--- config.mk ---
export PLATFORM = sky130hd
export DESIGN_NAME = dense_bias_argmax_flat
export DESIGN_NICKNAME = d
export VERILOG_FILES = /design/src/rtl/dense_pkg.sv /design/src/rtl/dense_bias_argmax_if.sv /design/src/rtl/sat_add_signed.sv /design/src/rtl/dense_bias_argmax.sv /design/src/flat_wrapper.sv
export SDC_FILE = /design/constraint.sdc
export NUM_CORES = 1
export LEC_CHECK = 0
export CAP_MARGIN = 20
export CORE_ASPECT_RATIO = 1.4
export CORE_UTILIZATION = 30
export DETAILED_ROUTE_END_ITERATION = 6
export PLACE_DENSITY_LB_ADDON = 0.3
export SYNTH_ARGS = -nofsm -noshare
export SYNTH_HDL_FRONTEND = slang
export SYNTH_HIERARCHICAL = 1
export SYNTH_SLANG_ARGS = --single-unit
--- constraint.sdc ---
create_clock -name clk -period 3.6 [get_ports clk]
set_input_delay 0.54 -clock clk [delete_from_list [all_inputs] [get_ports clk]]
set_output_delay 0.54 -clock clk [all_outputs]
set_load 0.005 [all_outputs]
--- src/rtl/dense_pkg.sv ---
// Shared definitions for the dense-layer output stage.
// Provides word/index widths, frame length, saturation limits and the
// state encoding used by dense_bias_argmax.
package dense_pkg;

    localparam int unsigned WORD_SIZE   = 32;
    localparam int unsigned LENGTH_SIZE = 10;
    localparam int unsigned ADR_SIZE    = 4;

    // Two's complement clamp limits for a WORD_SIZE logit.
    localparam logic [WORD_SIZE-1:0] SAT_MAX = {1'b0, {(WORD_SIZE-1){1'b1}}};
    localparam logic [WORD_SIZE-1:0] SAT_MIN = {1'b1, {(WORD_SIZE-1){1'b0}}};

    // Index of the final neuron in a frame.
    localparam logic [ADR_SIZE-1:0] LAST_IDX = ADR_SIZE'(LENGTH_SIZE - 1);

    typedef enum logic [0:0] {
        S_RUN  = 1'b0,
        S_DONE = 1'b1
    } state_t;

endpackage

--- src/rtl/dense_bias_argmax_if.sv ---
// Bus bundle for dense_bias_argmax.
// Signals: accumulator stream (acc_valid/acc_ready/acc_data), bias LUT
// lookup (bias_adr/bias_data), per-neuron logit pulse (logit_*), and the
// held per-frame classification result (class_*, class_ack).
// slave  : the dense_bias_argmax block.
// master : the environment (accumulator source, bias LUT, result consumer).
interface dense_bias_argmax_if;
    import dense_pkg::*;

    logic                 acc_valid;
    logic                 acc_ready;
    logic [WORD_SIZE-1:0] acc_data;
    logic [ADR_SIZE-1:0]  bias_adr;
    logic [WORD_SIZE-1:0] bias_data;
    logic                 logit_valid;
    logic [WORD_SIZE-1:0] logit_data;
    logic [ADR_SIZE-1:0]  logit_idx;
    logic                 class_valid;
    logic [ADR_SIZE-1:0]  class_idx;
    logic [WORD_SIZE-1:0] class_max;
    logic                 class_ack;

    modport slave (
        input  acc_valid, acc_data, bias_data, class_ack,
        output acc_ready, bias_adr, logit_valid, logit_data, logit_idx,
               class_valid, class_idx, class_max
    );

    modport master (
        output acc_valid, acc_data, bias_data, class_ack,
        input  acc_ready, bias_adr, logit_valid, logit_data, logit_idx,
               class_valid, class_idx, class_max
    );

endinterface

--- src/rtl/sat_add_signed.sv ---
// Combinational saturating adder for signed two's complement words.
// Ports: i_a, i_b (WIDTH-bit signed operands), o_sum_c (clamped sum).
module sat_add_signed #(
    parameter int unsigned WIDTH = 32
) (
    input  logic [WIDTH-1:0] i_a,
    input  logic [WIDTH-1:0] i_b,
    output logic [WIDTH-1:0] o_sum_c
);

    logic [WIDTH:0] w_wide;

    // One guard bit: overflow shows up as the top two bits disagreeing,
    // and the guard bit then gives the true sign of the result.
    always_comb begin
        w_wide  = {i_a[WIDTH-1], i_a} + {i_b[WIDTH-1], i_b};
        o_sum_c = w_wide[WIDTH-1:0];
        if (w_wide[WIDTH] != w_wide[WIDTH-1]) begin
            o_sum_c = w_wide[WIDTH] ? {1'b1, {(WIDTH-1){1'b0}}}
                                    : {1'b0, {(WIDTH-1){1'b1}}};
        end
    end

endmodule

--- src/rtl/dense_bias_argmax.sv ---
// Dense-layer output stage: adds the per-neuron bias to each accumulated
// dot product with saturation, emits each logit as a one-cycle pulse, and
// tracks the argmax over a frame of LENGTH_SIZE neurons. The winning class
// is held on class_* until class_ack; new beats are back-pressured meanwhile.
// Ports: clk, rst (async active-high), bus (dense_bias_argmax_if.slave).
module dense_bias_argmax
    import dense_pkg::*;
(
    input  logic                      clk,
    input  logic                      rst,
    dense_bias_argmax_if.slave        bus
);

    state_t                r_state;
    logic [ADR_SIZE-1:0]   r_idx;
    logic [WORD_SIZE-1:0]  r_max;
    logic [ADR_SIZE-1:0]   r_argidx;
    logic                  r_acc_ready;
    logic                  r_logit_valid;
    logic [WORD_SIZE-1:0]  r_logit_data;
    logic [ADR_SIZE-1:0]   r_logit_idx;
    logic                  r_class_valid;
    logic [ADR_SIZE-1:0]   r_class_idx;
    logic [WORD_SIZE-1:0]  r_class_max;

    logic                  w_accept;
    logic [WORD_SIZE-1:0]  w_sum;
    logic                  w_take;
    logic [WORD_SIZE-1:0]  w_max_nxt;
    logic [ADR_SIZE-1:0]   w_arg_nxt;

    sat_add_signed #(
        .WIDTH   (WORD_SIZE)
    ) u_sat_add (
        .i_a     (bus.acc_data),
        .i_b     (bus.bias_data),
        .o_sum_c (w_sum)
    );

    assign w_accept = bus.acc_valid && r_acc_ready;

    // Neuron 0 always seeds the max; afterwards only a strictly larger
    // logit wins, so ties keep the lowest index.
    assign w_take    = (r_idx == '0) || ($signed(w_sum) > $signed(r_max));
    assign w_max_nxt = w_take ? w_sum : r_max;
    assign w_arg_nxt = w_take ? r_idx : r_argidx;

    // Frame FSM, neuron counter, argmax tracking and output registers.
    always_ff @(posedge clk or posedge rst) begin
        if (rst) begin
            r_state       <= S_RUN;
            r_idx         <= '0;
            r_max         <= '0;
            r_argidx      <= '0;
            r_acc_ready   <= 1'b1;
            r_logit_valid <= 1'b0;
            r_logit_data  <= '0;
            r_logit_idx   <= '0;
            r_class_valid <= 1'b0;
            r_class_idx   <= '0;
            r_class_max   <= '0;
        end else begin
            r_logit_valid <= 1'b0;
            case (r_state)
                S_RUN: begin
                    if (w_accept) begin
                        r_logit_valid <= 1'b1;
                        r_logit_data  <= w_sum;
                        r_logit_idx   <= r_idx;
                        r_max         <= w_max_nxt;
                        r_argidx      <= w_arg_nxt;
                        if (r_idx == LAST_IDX) begin
                            // Result includes the last neuron, so publish
                            // the post-update argmax alongside its logit.
                            r_idx         <= '0;
                            r_state       <= S_DONE;
                            r_acc_ready   <= 1'b0;
                            r_class_valid <= 1'b1;
                            r_class_idx   <= w_arg_nxt;
                            r_class_max   <= w_max_nxt;
                        end else begin
                            r_idx <= r_idx + ADR_SIZE'(1);
                        end
                    end
                end
                S_DONE: begin
                    if (bus.class_ack) begin
                        r_class_valid <= 1'b0;
                        r_acc_ready   <= 1'b1;
                        r_state       <= S_RUN;
                    end
                end
                default: begin
                    r_state <= S_RUN;
                end
            endcase
        end
    end

    assign bus.acc_ready   = r_acc_ready;
    assign bus.bias_adr    = r_idx;
    assign bus.logit_valid = r_logit_valid;
    assign bus.logit_data  = r_logit_data;
    assign bus.logit_idx   = r_logit_idx;
    assign bus.class_valid = r_class_valid;
    assign bus.class_idx   = r_class_idx;
    assign bus.class_max   = r_class_max;

endmodule

--- src/flat_wrapper.sv ---
// flat-port wrapper written by rule: the top's interface ports become plain ports
module dense_bias_argmax_flat import dense_pkg::*;
  (clk, rst, bus_acc_valid, bus_acc_data, bus_bias_data, bus_class_ack, bus_acc_ready, bus_bias_adr, bus_logit_valid, bus_logit_data, bus_logit_idx, bus_class_valid, bus_class_idx, bus_class_max);
  dense_bias_argmax_if bus_i ();
  input  logic clk;
  input  logic rst;
  input wire logic [$bits(bus_i.acc_valid)-1:0] bus_acc_valid;
  input wire logic [$bits(bus_i.acc_data)-1:0] bus_acc_data;
  input wire logic [$bits(bus_i.bias_data)-1:0] bus_bias_data;
  input wire logic [$bits(bus_i.class_ack)-1:0] bus_class_ack;
  output wire logic [$bits(bus_i.acc_ready)-1:0] bus_acc_ready;
  output wire logic [$bits(bus_i.bias_adr)-1:0] bus_bias_adr;
  output wire logic [$bits(bus_i.logit_valid)-1:0] bus_logit_valid;
  output wire logic [$bits(bus_i.logit_data)-1:0] bus_logit_data;
  output wire logic [$bits(bus_i.logit_idx)-1:0] bus_logit_idx;
  output wire logic [$bits(bus_i.class_valid)-1:0] bus_class_valid;
  output wire logic [$bits(bus_i.class_idx)-1:0] bus_class_idx;
  output wire logic [$bits(bus_i.class_max)-1:0] bus_class_max;
  assign bus_i.acc_valid = bus_acc_valid;
  assign bus_i.acc_data = bus_acc_data;
  assign bus_i.bias_data = bus_bias_data;
  assign bus_i.class_ack = bus_class_ack;
  assign bus_acc_ready = bus_i.acc_ready;
  assign bus_bias_adr = bus_i.bias_adr;
  assign bus_logit_valid = bus_i.logit_valid;
  assign bus_logit_data = bus_i.logit_data;
  assign bus_logit_idx = bus_i.logit_idx;
  assign bus_class_valid = bus_i.class_valid;
  assign bus_class_idx = bus_i.class_idx;
  assign bus_class_max = bus_i.class_max;
  dense_bias_argmax u_core (.clk(clk), .rst(rst), .bus(bus_i));
endmodule
Yosys cells after proc, flatten, opt, wreduce, memory -nomap -nowiden --
Index checks and enable logic that the tools add are counted.
Operators by class: equality and inequality tests 5, reductions and logical operators 6, add/subtract/negate cells 2, bitwise gates (word level) 1, magnitude comparators 1, muxes and demuxes 19
Operators by type and width (number):
- two-way mux 32 bit | 3
- adder 32 x 32 -> 33 bit | 1
- > comparator 32 bit | 1
- two-way mux 1 bit | 11
- two-way mux 4 bit | 2
- one-hot mux 1 bit (2 select lines) | 3
- AND reduction 3 bit | 2
- adder 4 x 1 -> 4 bit (second input constant) | 1
- equality test 4 bit (second input constant) | 1
- zero test 4 bit | 1
- != test 2 x 1 -> 1 bit (second input constant) | 2
- != test 2 bit (second input constant) | 1
- AND reduction 2 bit | 1
- logical AND 1 bit | 1
- logical OR 1 bit | 1
- != test 1 bit | 1
- inverter 1 bit | 1
Storage, ports and cells: logic and storage cells 45, input port bits 68, register bits after elaboration 116, output and inout bits 79

Depth between registers and ports, before layout --
Gate-level depths: netlist of the first run.
depth in word-level cells 6, mapped depth 23

Cells and area by module --
The synthesis of the first run kept the hierarchy.
By module, submodules not included:
- dense_bias_argmax | area each 5700.5 µm², instances 1, cells each 577
- sat_add_signed | area each 2249.7 µm², instances 1, cells each 312

Least setup slack after synthesis of the first run --
Ideal clock, no wire load.
kind input-to-reg, start point in bus_acc_data[0], end point reg u_core.r_argidx[1], setup slack -1.573 ns, cell stages on the path 21, data required time 3.475 ns, arrival 5.048 ns, path buffers 2, library setup time 0.125 ns, path through ha_1 -> inv_1 -> fa_1 -> nand2b_1 -> a211oi_2 -> o21bai_1 -> a21oi_2 -> o2111ai_2 -> a31oi_4 -> nand2_4 -> buf_6 -> a21oi_1 -> ha_1 -> a21o_1 -> a221o_1 -> a22oi_1 -> o211ai_2 -> o2bb2ai_1 -> nor3_4 -> buf_6 -> mux2_4
On the way: cells in the longest elaborated chain, start to end 6, elaborated cells between the ends (all ways) 7, those cells by class 1 x add/sub; 1 x order compare; 1 x eq/ne; 3 x mux; 1 x reduce/logical
Ends and longest elaborated chain:
- start, declared | RTL line flat_wrapper.sv:8 | input wire logic [$bits(bus_i.acc_data)-1:0] bus_acc_data;
- adder 32 x 32 -> 33 bit (*) | RTL line sat_add_signed.sv:16 | w_wide = {i_a[WIDTH-1], i_a} + {i_b[WIDTH-1], i_b};
- two-way mux 32 bit / != test 1 bit (equally long branches) | RTL line sat_add_signed.sv:19, sat_add_signed.sv:18
- two-way mux 32 bit (*) | RTL line sat_add_signed.sv:18 | if (w_wide[WIDTH] != w_wide[WIDTH-1]) begin
- net u_core.w_sum[17] | RTL line dense_bias_argmax.sv:27 | logic [WORD_SIZE-1:0] w_sum;
- > comparator 32 bit (*) | RTL line dense_bias_argmax.sv:44 | assign w_take = (r_idx == '0) || ($signed(w_sum) > $signed(r_max));
- logical OR 1 bit (*) | RTL line dense_bias_argmax.sv:44
- two-way mux 4 bit (*) | RTL line dense_bias_argmax.sv:46 | assign w_arg_nxt = w_take ? r_idx : r_argidx;
- end signal, assigned | RTL line dense_bias_argmax.sv:71 | r_argidx <= w_arg_nxt;
- end, declared | RTL line dense_bias_argmax.sv:17 | logic [ADR_SIZE-1:0] r_argidx;
The timed path passes the listed nets; every way through them passes the cells marked *. A chain may end at the register's enable or synchronous reset.

Worst setup path in the final report of the first run --
start point in bus_bias_data[0], end point reg u_core.r_class_max[31], in the netlist u_core/bus.class_max[31]
On the way: cells in the longest elaborated chain, start to end 6, elaborated cells between the ends (all ways) 7, those cells by class 1 x add/sub; 1 x order compare; 1 x eq/ne; 3 x mux; 1 x reduce/logical
Ends and longest elaborated chain:
- start, declared | RTL line flat_wrapper.sv:9 | input wire logic [$bits(bus_i.bias_data)-1:0] bus_bias_data;
- adder 32 x 32 -> 33 bit (*) | RTL line sat_add_signed.sv:16
- two-way mux 32 bit / != test 1 bit (equally long branches) | RTL line sat_add_signed.sv:19, sat_add_signed.sv:18
- two-way mux 32 bit (*) | RTL line sat_add_signed.sv:18
- net u_core.w_sum[1] | RTL line dense_bias_argmax.sv:27
- > comparator 32 bit (*) | RTL line dense_bias_argmax.sv:44
- logical OR 1 bit (*) | RTL line dense_bias_argmax.sv:44
- two-way mux 32 bit (*) | RTL line dense_bias_argmax.sv:45 | assign w_max_nxt = w_take ? w_sum : r_max;
- end signal, assigned | RTL line dense_bias_argmax.sv:80 | r_class_max <= w_max_nxt;
- end, declared | RTL line dense_bias_argmax.sv:24 | logic [WORD_SIZE-1:0] r_class_max;
Marked as above.

==> results by group, run 1 <==
Placement
  • Detailed Place HPWL: 18,080 um
  • Post-DP Area: 11,030 um2
  • Placer Congestion: 0.8686
  • PortBufs: 146
  • DP Worst Slack: -2.224 ns
  • Placed Instances: 1,482

Routing
  • # DRC: 0
  • Routed vias/inst: 5.082
  • Detailed Routing Iterations Pass 1: 4
  • Vias: 8,040
  • WL/cell: 17.12 um
  • Final ANT Viol Nets: 0
  • Iteration-0 DRC Markers: 363
  • Final Routed Wirelength: 27,090 um

Worst setup path
  • R2r setup slk: 0.47 ns
  • Reg-to-reg endpoint: u_core/bus.class_max[31]$_DFFE_PP0P_
  • WP data arrival: 5.22 ns
  • Worst Setup Start Kind: input port
  • CP Max Fanout: 7
  • CP Capture Type: flip-flop
  • Worst R2R Path Depth: 13
  • Req. time, crit path: 3.87 ns
  • Critical R2R Launch: u_core/r_max[1]$_DFFE_PP0P_
  • WS Path Type: in2reg

Clocking
  • H-tree levels: 4
  • CTS Hold Bufs: 0
  • TritonCTS clock tree: done
  • Root Driver: clkbuf_16
  • # clock sinks: 116
  • Worst-Skew Late Latency: 0.42 ns
  • Clk buf depth: 2
  • Clock slew at reported path FFs: 0.05 ns
  • Num CTS Buffers: 17

Logic synthesis
  • Yosys warns: 6
  • Area leader, netlist: dfrtp_1
  • Synth async-reset ratio: 100.0%
  • Top-area cell type share of the netlist area: 36.20%
  • Sequential share of the synthesized area: 36.53%
  • Top FF cell, synth: dfrtp_1
  • Ranking of synthesized cells by area: dfrtp_1, ha_1, nand2_1
  • EDFF count, synth: 0
  • Post-Syn Area: 7950 um2
  • Flop and latch count out of synthesis: 116
  • Most instantiated library cell after synthesis: nand2_1
  • Synth Instances: 889
  • Yosys cell types: 78
  • Avg Cell Area, Syn: 8.943 um2
  • Synth top cells by count: nand2_1, dfrtp_1, ha_1, a21oi_1, nor2_1
  • Syn_nets: 1,022

Cells and area
  • Area Overhead vs Synth: 71.91%
  • Final instance area: 13,670 um2
  • Diodes inserted: 0
  • Nets: 1,379
  • Fill count: 2,331
  • Post-Layout Cell Count: 1,582
  • Share of layout cells above drive strength 1: 40.14%

Pwr
  • VDD IR max: 0.3425 mV
  • Leak pwr: 6.239 nW
  • Tot Pwr: 5.115 mW
  • Pwr Density: 374.2 nW/um2

STA
  • Min Tclk post-route: 4.950 ns
  • Final Cycle Share: 137.5%
  • Max-slew violation count: 0
  • Final worst slack: -1.350 ns
  • Least-Margin Pin Slew: 0.9760 ns
  • Setup Viol. Count Final: 72
  • FMAX: 0.2020 GHz
  • RSZ-0062 raised after global routing: true
  • Final hold vios: 0
  • Headroom to the max-slew limit: 34.39%
  • Setup Skew: 0.01188 ns

Worst hold path
  • Min-Delay Startpoint: u_core/bus.logit_data[3]$_DFFE_PP0P_
  • WHS Path Cells: 2
  • Hold path endpoint: u_core/bus.logit_data[3]$_DFFE_PP0P_
  • HP Class: reg2reg

Die
  • Die ar.: 27,160 um2
  • Die width: 139.6 um
  • IO Pins: 147
  • # rows: 70
  • Core Footprint: 26,100 um2
  • Die height: 194.6 um
  • Initial Util: 30.46%

Global route
  • GRT Total Usage: 18.64%
  • Total gr overflow: 0
  • Number of global-route vias before repair: 8,081
  • Largest net degree at the start of global routing: 117
  • Initial antenna violation count: 0
  • First-pass GRT wire length: 40,250 um

Run status
  • Failing checks: negative setup slack
  • Status: finished with violations

Run
  • Max Cap Viol: 0
[layer usage]
| metal | global-route usage [%] | vias up | part of all wire (%) |
|---|---|---|---|
| li1 | - | 3882 | - |
| met1 | 21.51 | 3922 | 41 |
| met3 | 2.340 | 46 | 2.6 |
| met5 | 0 | - | 0 |
| met4 | 6.878 | 0 | 3.1 |
| met2 | 34.79 | 190 | 53 |
[worst max-delay path by stage]
stage / startpoint / endpoint / slack, ns
2_1_floorplan: bus_acc_data[0] / u_core/r_argidx[1]$_DFFE_PP0P_ / -1.38
3_3_place_gp: bus_acc_data[0] / u_core/r_max[5]$_DFFE_PP0P_ / -2.10
6_report: bus_bias_data[0] / u_core/bus.class_max[31]$_DFFE_PP0P_ / -1.35
3_5_place_dp: bus_acc_data[0] / u_core/r_max[5]$_DFFE_PP0P_ / -2.22
5_1_grt: bus_bias_data[0] / u_core/bus.class_max[31]$_DFFE_PP0P_ / -1.47
4_1_cts: bus_bias_data[10] / u_core/r_max[12]$_DFFE_PP0P_ / -1.41
[per-stage QoR]
step | TNS, ns | utilization, % | hold slack, ns
floorplan | -94.76 | - | 0.4699
global placement | -150.99 | 42.28 | 0.4579
detailed placement | -161.25 | 42.28 | 0.4632
CTS | -97.95 | 47.69 | 0.4773
global route | -101.92 | 52.36 | 0.4951
finish | -92.46 | 52.36 | 0.4673
[timing repair]
item / 4_1_cts / 5_1_grt
gates cloned: 6 / 5
endpoints found under the setup margin: 72 / 72
setup buffers: 33 / 30
resized for setup: 97 / 240
pin swaps: 40 / 94
[layout make-up]
type | instances | area, um2 | share of cell area [%]
inverters | 50 | 191.4 | 1.401
flip-flops and latches | 116 | 2904 | 21.25
well taps | 324 | 405.4 | 2.966
multi-input cells | 675 | 5856 | 42.85
repair buffers | 386 | 3697 | 27.05
clock inverters | 13 | 183.9 | 1.346
clock buffers | 18 | 429.2 | 3.140
[report_power, final]
part | switching, mW | internal (mW)
sequential | 0 | 1.30
clock | 0.622 | 1.15
combinational | 0.977 | 1.06
[registers in the layout, summed over array words and instances, names as in the netlist]
| register | cells |
|---|---|
| u_core/bus.logit_valid | 1 |
| u_core/bus.logit_data | 32 |
| u_core/bus.class_max | 32 |
| u_core/bus.bias_adr | 4 |
| u_core/r_state | 1 |
| u_core/bus.acc_ready | 1 |
| u_core/bus.logit_idx | 4 |
| u_core/bus.class_valid | 1 |
| u_core/r_max | 32 |
| u_core/r_argidx | 4 |
| u_core/bus.class_idx | 4 |
[worst max-delay path: stages]
cell	delay, ns
buf_6	0.08
ha_4	0.13
inv_2	0.03
fa_2	0.33
nand2b_4	0.17
a211oi_4	0.24
buf_6	0.15
o21bai_4	0.08
a21oi_4	0.20
o2111ai_4	0.15
a31oi_4	0.21
buf_6	0.15
nand2_8	0.07
a21oi_4	0.22
ha_4	0.23
nor2b_1	0.14
o211ai_1	0.35
a2111oi_4	0.12
buf_4	0.15
o31a_2	0.31
buf_6	0.12
or4b_4	0.58
buf_6	0.16
clkbuf_16	0.15
nand3_1	0.08
a31oi_1	0.08
[placed cells by master (no fill, tap or decap), types with 14 or more instances in the layout]
cell type | synthesis | final
clkdlybuf4s50_1 | 0 | 94
dlymetal6s2s_1 | 0 | 36
a21oi_4 | 1 | 14
dfrtp_1 | 115 | 115
o21ai_0 | 55 | 37
clkbuf_16 | 0 | 21
ha_1 | 64 | 21
o21ai_2 | 0 | 18
nor2_1 | 59 | 53
ha_4 | 0 | 40
a21oi_2 | 2 | 18
mux2_4 | 28 | 34
nand2_1 | 143 | 138
buf_6 | 8 | 32
xnor2_1 | 16 | 16
nand3_1 | 43 | 34
a21oi_1 | 62 | 33
a31oi_1 | 37 | 35
inv_1 | 49 | 45
buf_4 | 4 | 188
[cells by family after synthesis]
logic type | share of synthesized area, %
AND/OR/NAND/NOR | 17.52
AO/OA/AOI/OAI | 19.80
flip-flops | 36.53
buffers and inverters | 5.823
adder cells (fa/ha/maj) | 10.95
multiplexers | 6.515
XOR/XNOR | 2.864
(Power assumes the default switching activity.)
==> inputs of run 2 (changes only) <==
--- a/config.mk
+++ b/config.mk
@@ -6,9 +6,12 @@
 export NUM_CORES = 1
 export LEC_CHECK = 0
 export CAP_MARGIN = 20
+export CELL_PAD_IN_SITES_DETAIL_PLACEMENT = 1
+export CELL_PAD_IN_SITES_GLOBAL_PLACEMENT = 2
 export CORE_ASPECT_RATIO = 1.4
-export CORE_UTILIZATION = 30
+export CORE_UTILIZATION = 29
 export DETAILED_ROUTE_END_ITERATION = 6
+export GPL_ROUTABILITY_DRIVEN = 0
 export PLACE_DENSITY_LB_ADDON = 0.3
 export SYNTH_ARGS = -nofsm -noshare
 export SYNTH_HDL_FRONTEND = slang
==> results by group, run 2 (synthesized netlist as in run 1, its figures left out) <==
Cells and area
  • Nets: 1,396 (was 1,379)
  • Commonest cells after routing, fill and taps aside: buf_4, nand2_1, dfrtp_1, clkdlybuf4s50_1, nor2_1 (unchanged)
  • Share of layout cells above drive strength 1: 43.42% (was 40.14%)
  • Most common cell after layout, fill and taps aside: buf_4 (unchanged)
  • Area Overhead vs Synth: 73.59% (was 71.91%)
  • Final design utilization: 51.27% (was 52.36%)
  • Diodes inserted: 0 (unchanged)
  • Final instance area: 13,800 um2 (was 13,670 um2)

Pwr
  • Pwr Density: 367.8 nW/um2 (was 374.2 nW/um2)
  • VDD IR max: 0.3628 mV (was 0.3425 mV)
  • Sequential Power Share: 25.7% (was 25.5%)
  • Leak pwr: 6.091 nW (was 6.239 nW)
  • Net Switching: 1.706 mW (was 1.600 mW)
  • Tot Pwr: 5.076 mW (was 5.115 mW)
  • Part of the power in the clock network: 31.6% (was 34.7%)
  • Int Pwr: 3.370 mW (was 3.515 mW)
  • Switch share: 33.61% (was 31.27%)
  • Comb pwr share: 42.7% (was 39.8%)

Worst setup path
  • CP Max Fanout: 6 (was 7)
  • Req. time, crit path: 3.90 ns (was 3.87 ns)
  • Reg-to-reg endpoint: u_core/r_max[7]$_DFFE_PP0P_ (was u_core/bus.class_max[31]$_DFFE_PP0P_)
  • WP data arrival: 5.21 ns (was 5.22 ns)
  • R2r setup slk: 0.55 ns (was 0.47 ns)
  • Critical R2R Launch: u_core/r_max[8]$_DFFE_PP0P_ (was u_core/r_max[1]$_DFFE_PP0P_)
  • Worst R2R Path Depth: 13 (unchanged)
  • CP Capture Type: flip-flop (unchanged)
  • Worst Setup Start Kind: input port (unchanged)
  • WS Path Type: in2reg (unchanged)
  • Worst setup startpoint: bus_acc_data[15] (was bus_bias_data[0])

STA
  • Min Tclk post-route: 4.912 ns (was 4.950 ns)
  • Final Cycle Share: 136.4% (was 137.5%)
  • FMAX: 0.2036 GHz (was 0.2020 GHz)
  • Setup Skew: 0.01000 ns (was 0.01188 ns)
  • Final hold vios: 0 (unchanged)
  • Setup Viol. Count Final: 72 (unchanged)
  • Setup TNS: -88.33 ns (was -92.46 ns)
  • Max-slew violation count: 0 (unchanged)
  • Least-Margin Pin Slew: 1.004 ns (was 0.9760 ns)
  • Headroom to the max-slew limit: 32.54% (was 34.39%)
  • RSZ-0062 raised after global routing: true (unchanged)
  • Final worst slack: -1.312 ns (was -1.350 ns)

Routing
  • Final Routed Wirelength: 31,550 um (was 27,090 um)
  • Iteration-0 DRC Markers: 230 (was 363)
  • Detailed Routing Iterations Pass 1: 4 (unchanged)
  • WL/cell: 19.22 um (was 17.12 um)
  • Routed vias/inst: 5.049 (was 5.082)
  • Vias: 8,286 (was 8,040)
  • # DRC: 0 (unchanged)
  • Final ANT Viol Nets: 0 (unchanged)

Run
  • Max Cap Viol: 0 (unchanged)

Placement
  • PortBufs: 146 (unchanged)
  • Post-DP Area: 11,060 um2 (was 11,030 um2)
  • DP Worst Slack: -2.329 ns (was -2.224 ns)
  • Detailed Place HPWL: 20,290 um (was 18,080 um)

Clocking
  • Num CTS Buffers: 17 (unchanged)
  • Clock slew at reported path FFs: 0.06 ns (was 0.05 ns)
  • CTS Hold Bufs: 0 (unchanged)
  • H-tree levels: 4 (unchanged)
  • TritonCTS clock tree: done (unchanged)
  • Worst-Skew Late Latency: 0.42 ns (about the same)
  • # clock sinks: 116 (unchanged)
  • Root Driver: clkbuf_16 (unchanged)
  • Clk buf depth: 2 (unchanged)

Global route
  • Number of global-route vias before repair: 8,906 (was 8,081)
  • Largest net degree at the start of global routing: 54 (was 117)
  • Total gr overflow: 0 (unchanged)
  • GRT Total Usage: 21.94% (was 18.64%)
  • Initial antenna violation count: 0 (unchanged)
  • First-pass GRT wire length: 47,970 um (was 40,250 um)

Die
  • Die width: 141.9 um (was 139.6 um)
  • IO Pins: 147 (unchanged)
  • Die height: 197.9 um (was 194.6 um)
  • Core Footprint: 26,920 um2 (was 26,100 um2)
  • Initial Util: 29.54% (was 30.46%)
  • # rows: 71 (was 70)
  • Die ar.: 28,090 um2 (was 27,160 um2)

Worst hold path
  • Min-Delay Startpoint: u_core/bus.logit_data[0]$_DFFE_PP0P_ (was u_core/bus.logit_data[3]$_DFFE_PP0P_)
  • WHS Path Cells: 2 (unchanged)
  • Hold path endpoint: u_core/bus.logit_data[0]$_DFFE_PP0P_ (was u_core/bus.logit_data[3]$_DFFE_PP0P_)
  • HP Class: reg2reg (unchanged)

Run status
  • Failing checks: negative setup slack (unchanged)
  • Status: finished with violations (unchanged)
-- run 2: worst max path at each step --
stage                     slack, ns                              to  cells after the start
after detailed placement      -2.33     u_core/r_max[2]$_DFFE_PP0P_                     21
after global placement        -2.21     u_core/r_max[4]$_DFFE_PP0P_                     23
final                         -1.31     u_core/r_max[7]$_DFFE_PP0P_                     23
after floorplan               -1.38  u_core/r_argidx[1]$_DFFE_PP0P_                     21
after global routing          -1.43    u_core/r_max[15]$_DFFE_PP0P_                     23
after CTS                     -1.18    u_core/r_max[15]$_DFFE_PP0P_                     25
-- run 2: final cells by class --
cell class | instances | area, um2
timing repair buffer | 403 | 3712
multi-input combinational | 675 | 5981
sequential | 116 | 2904
clock buffer | 20 | 446.7
tap | 365 | 456.7
fill | 2985 | 13120
clock inverter | 12 | 108.9
inverter | 50 | 191.4
-- run 2: critical path: stages --
cell	delay [ns]
clkdlybuf4s15_2	0.20
ha_4	0.24
and3_4	0.16
a221o_1	0.36
a31oi_4	0.20
a21oi_4	0.09
o2111ai_2	0.25
a31oi_4	0.13
buf_12	0.16
buf_8	0.13
maj3_2	0.36
ha_4	0.29
nand4_1	0.22
buf_4	0.21
nor4_1	0.32
buf_4	0.17
nand2_1	0.15
o2bb2ai_4	0.22
nor3_4	0.08
buf_6	0.16
buf_12	0.13
buf_16	0.14
mux2_4	0.29
-- run 2: power by group through the flow --
stage               registers (mW)  clock network [mW]  logic (mW)
floorplan                     1.33                   0       0.785
global placement              1.33                   0        1.45
detailed placement            1.33                   0        1.48
CTS                           1.30                1.63        1.93
global route                  1.30                1.68        2.32
finish                        1.30                1.61        2.17
-- run 2: stage by stage --
| stage | instances | hold WS, ns |
|---|---|---|
| 6_report | 1641 | 0.4729 |
| 5_1_grt | 1641 | 0.4919 |
| 4_1_cts | 1622 | 0.4787 |
| 3_5_place_dp | 1526 | 0.4634 |
| 3_3_place_gp | 1526 | 0.4613 |
| 2_1_floorplan | 889 | 0.4699 |
-- run 2: timing repair --
action / in CTS / in global routing
pin swaps: 113 / 96
setup buffers: 59 / 22
resized for setup: 299 / 112
endpoints found under the setup margin: 72 / 72
gates cloned: 9 / 3
-- run 2: layer usage --
| layer | share of wire, % | track usage, % |
|---|---|---|
| met5 | 0 | 0 |
| met4 | 3.4 | 8.722 |
| met3 | 3.0 | 2.999 |
| met2 | 54 | 40.81 |
| met1 | 40 | 24.98 |
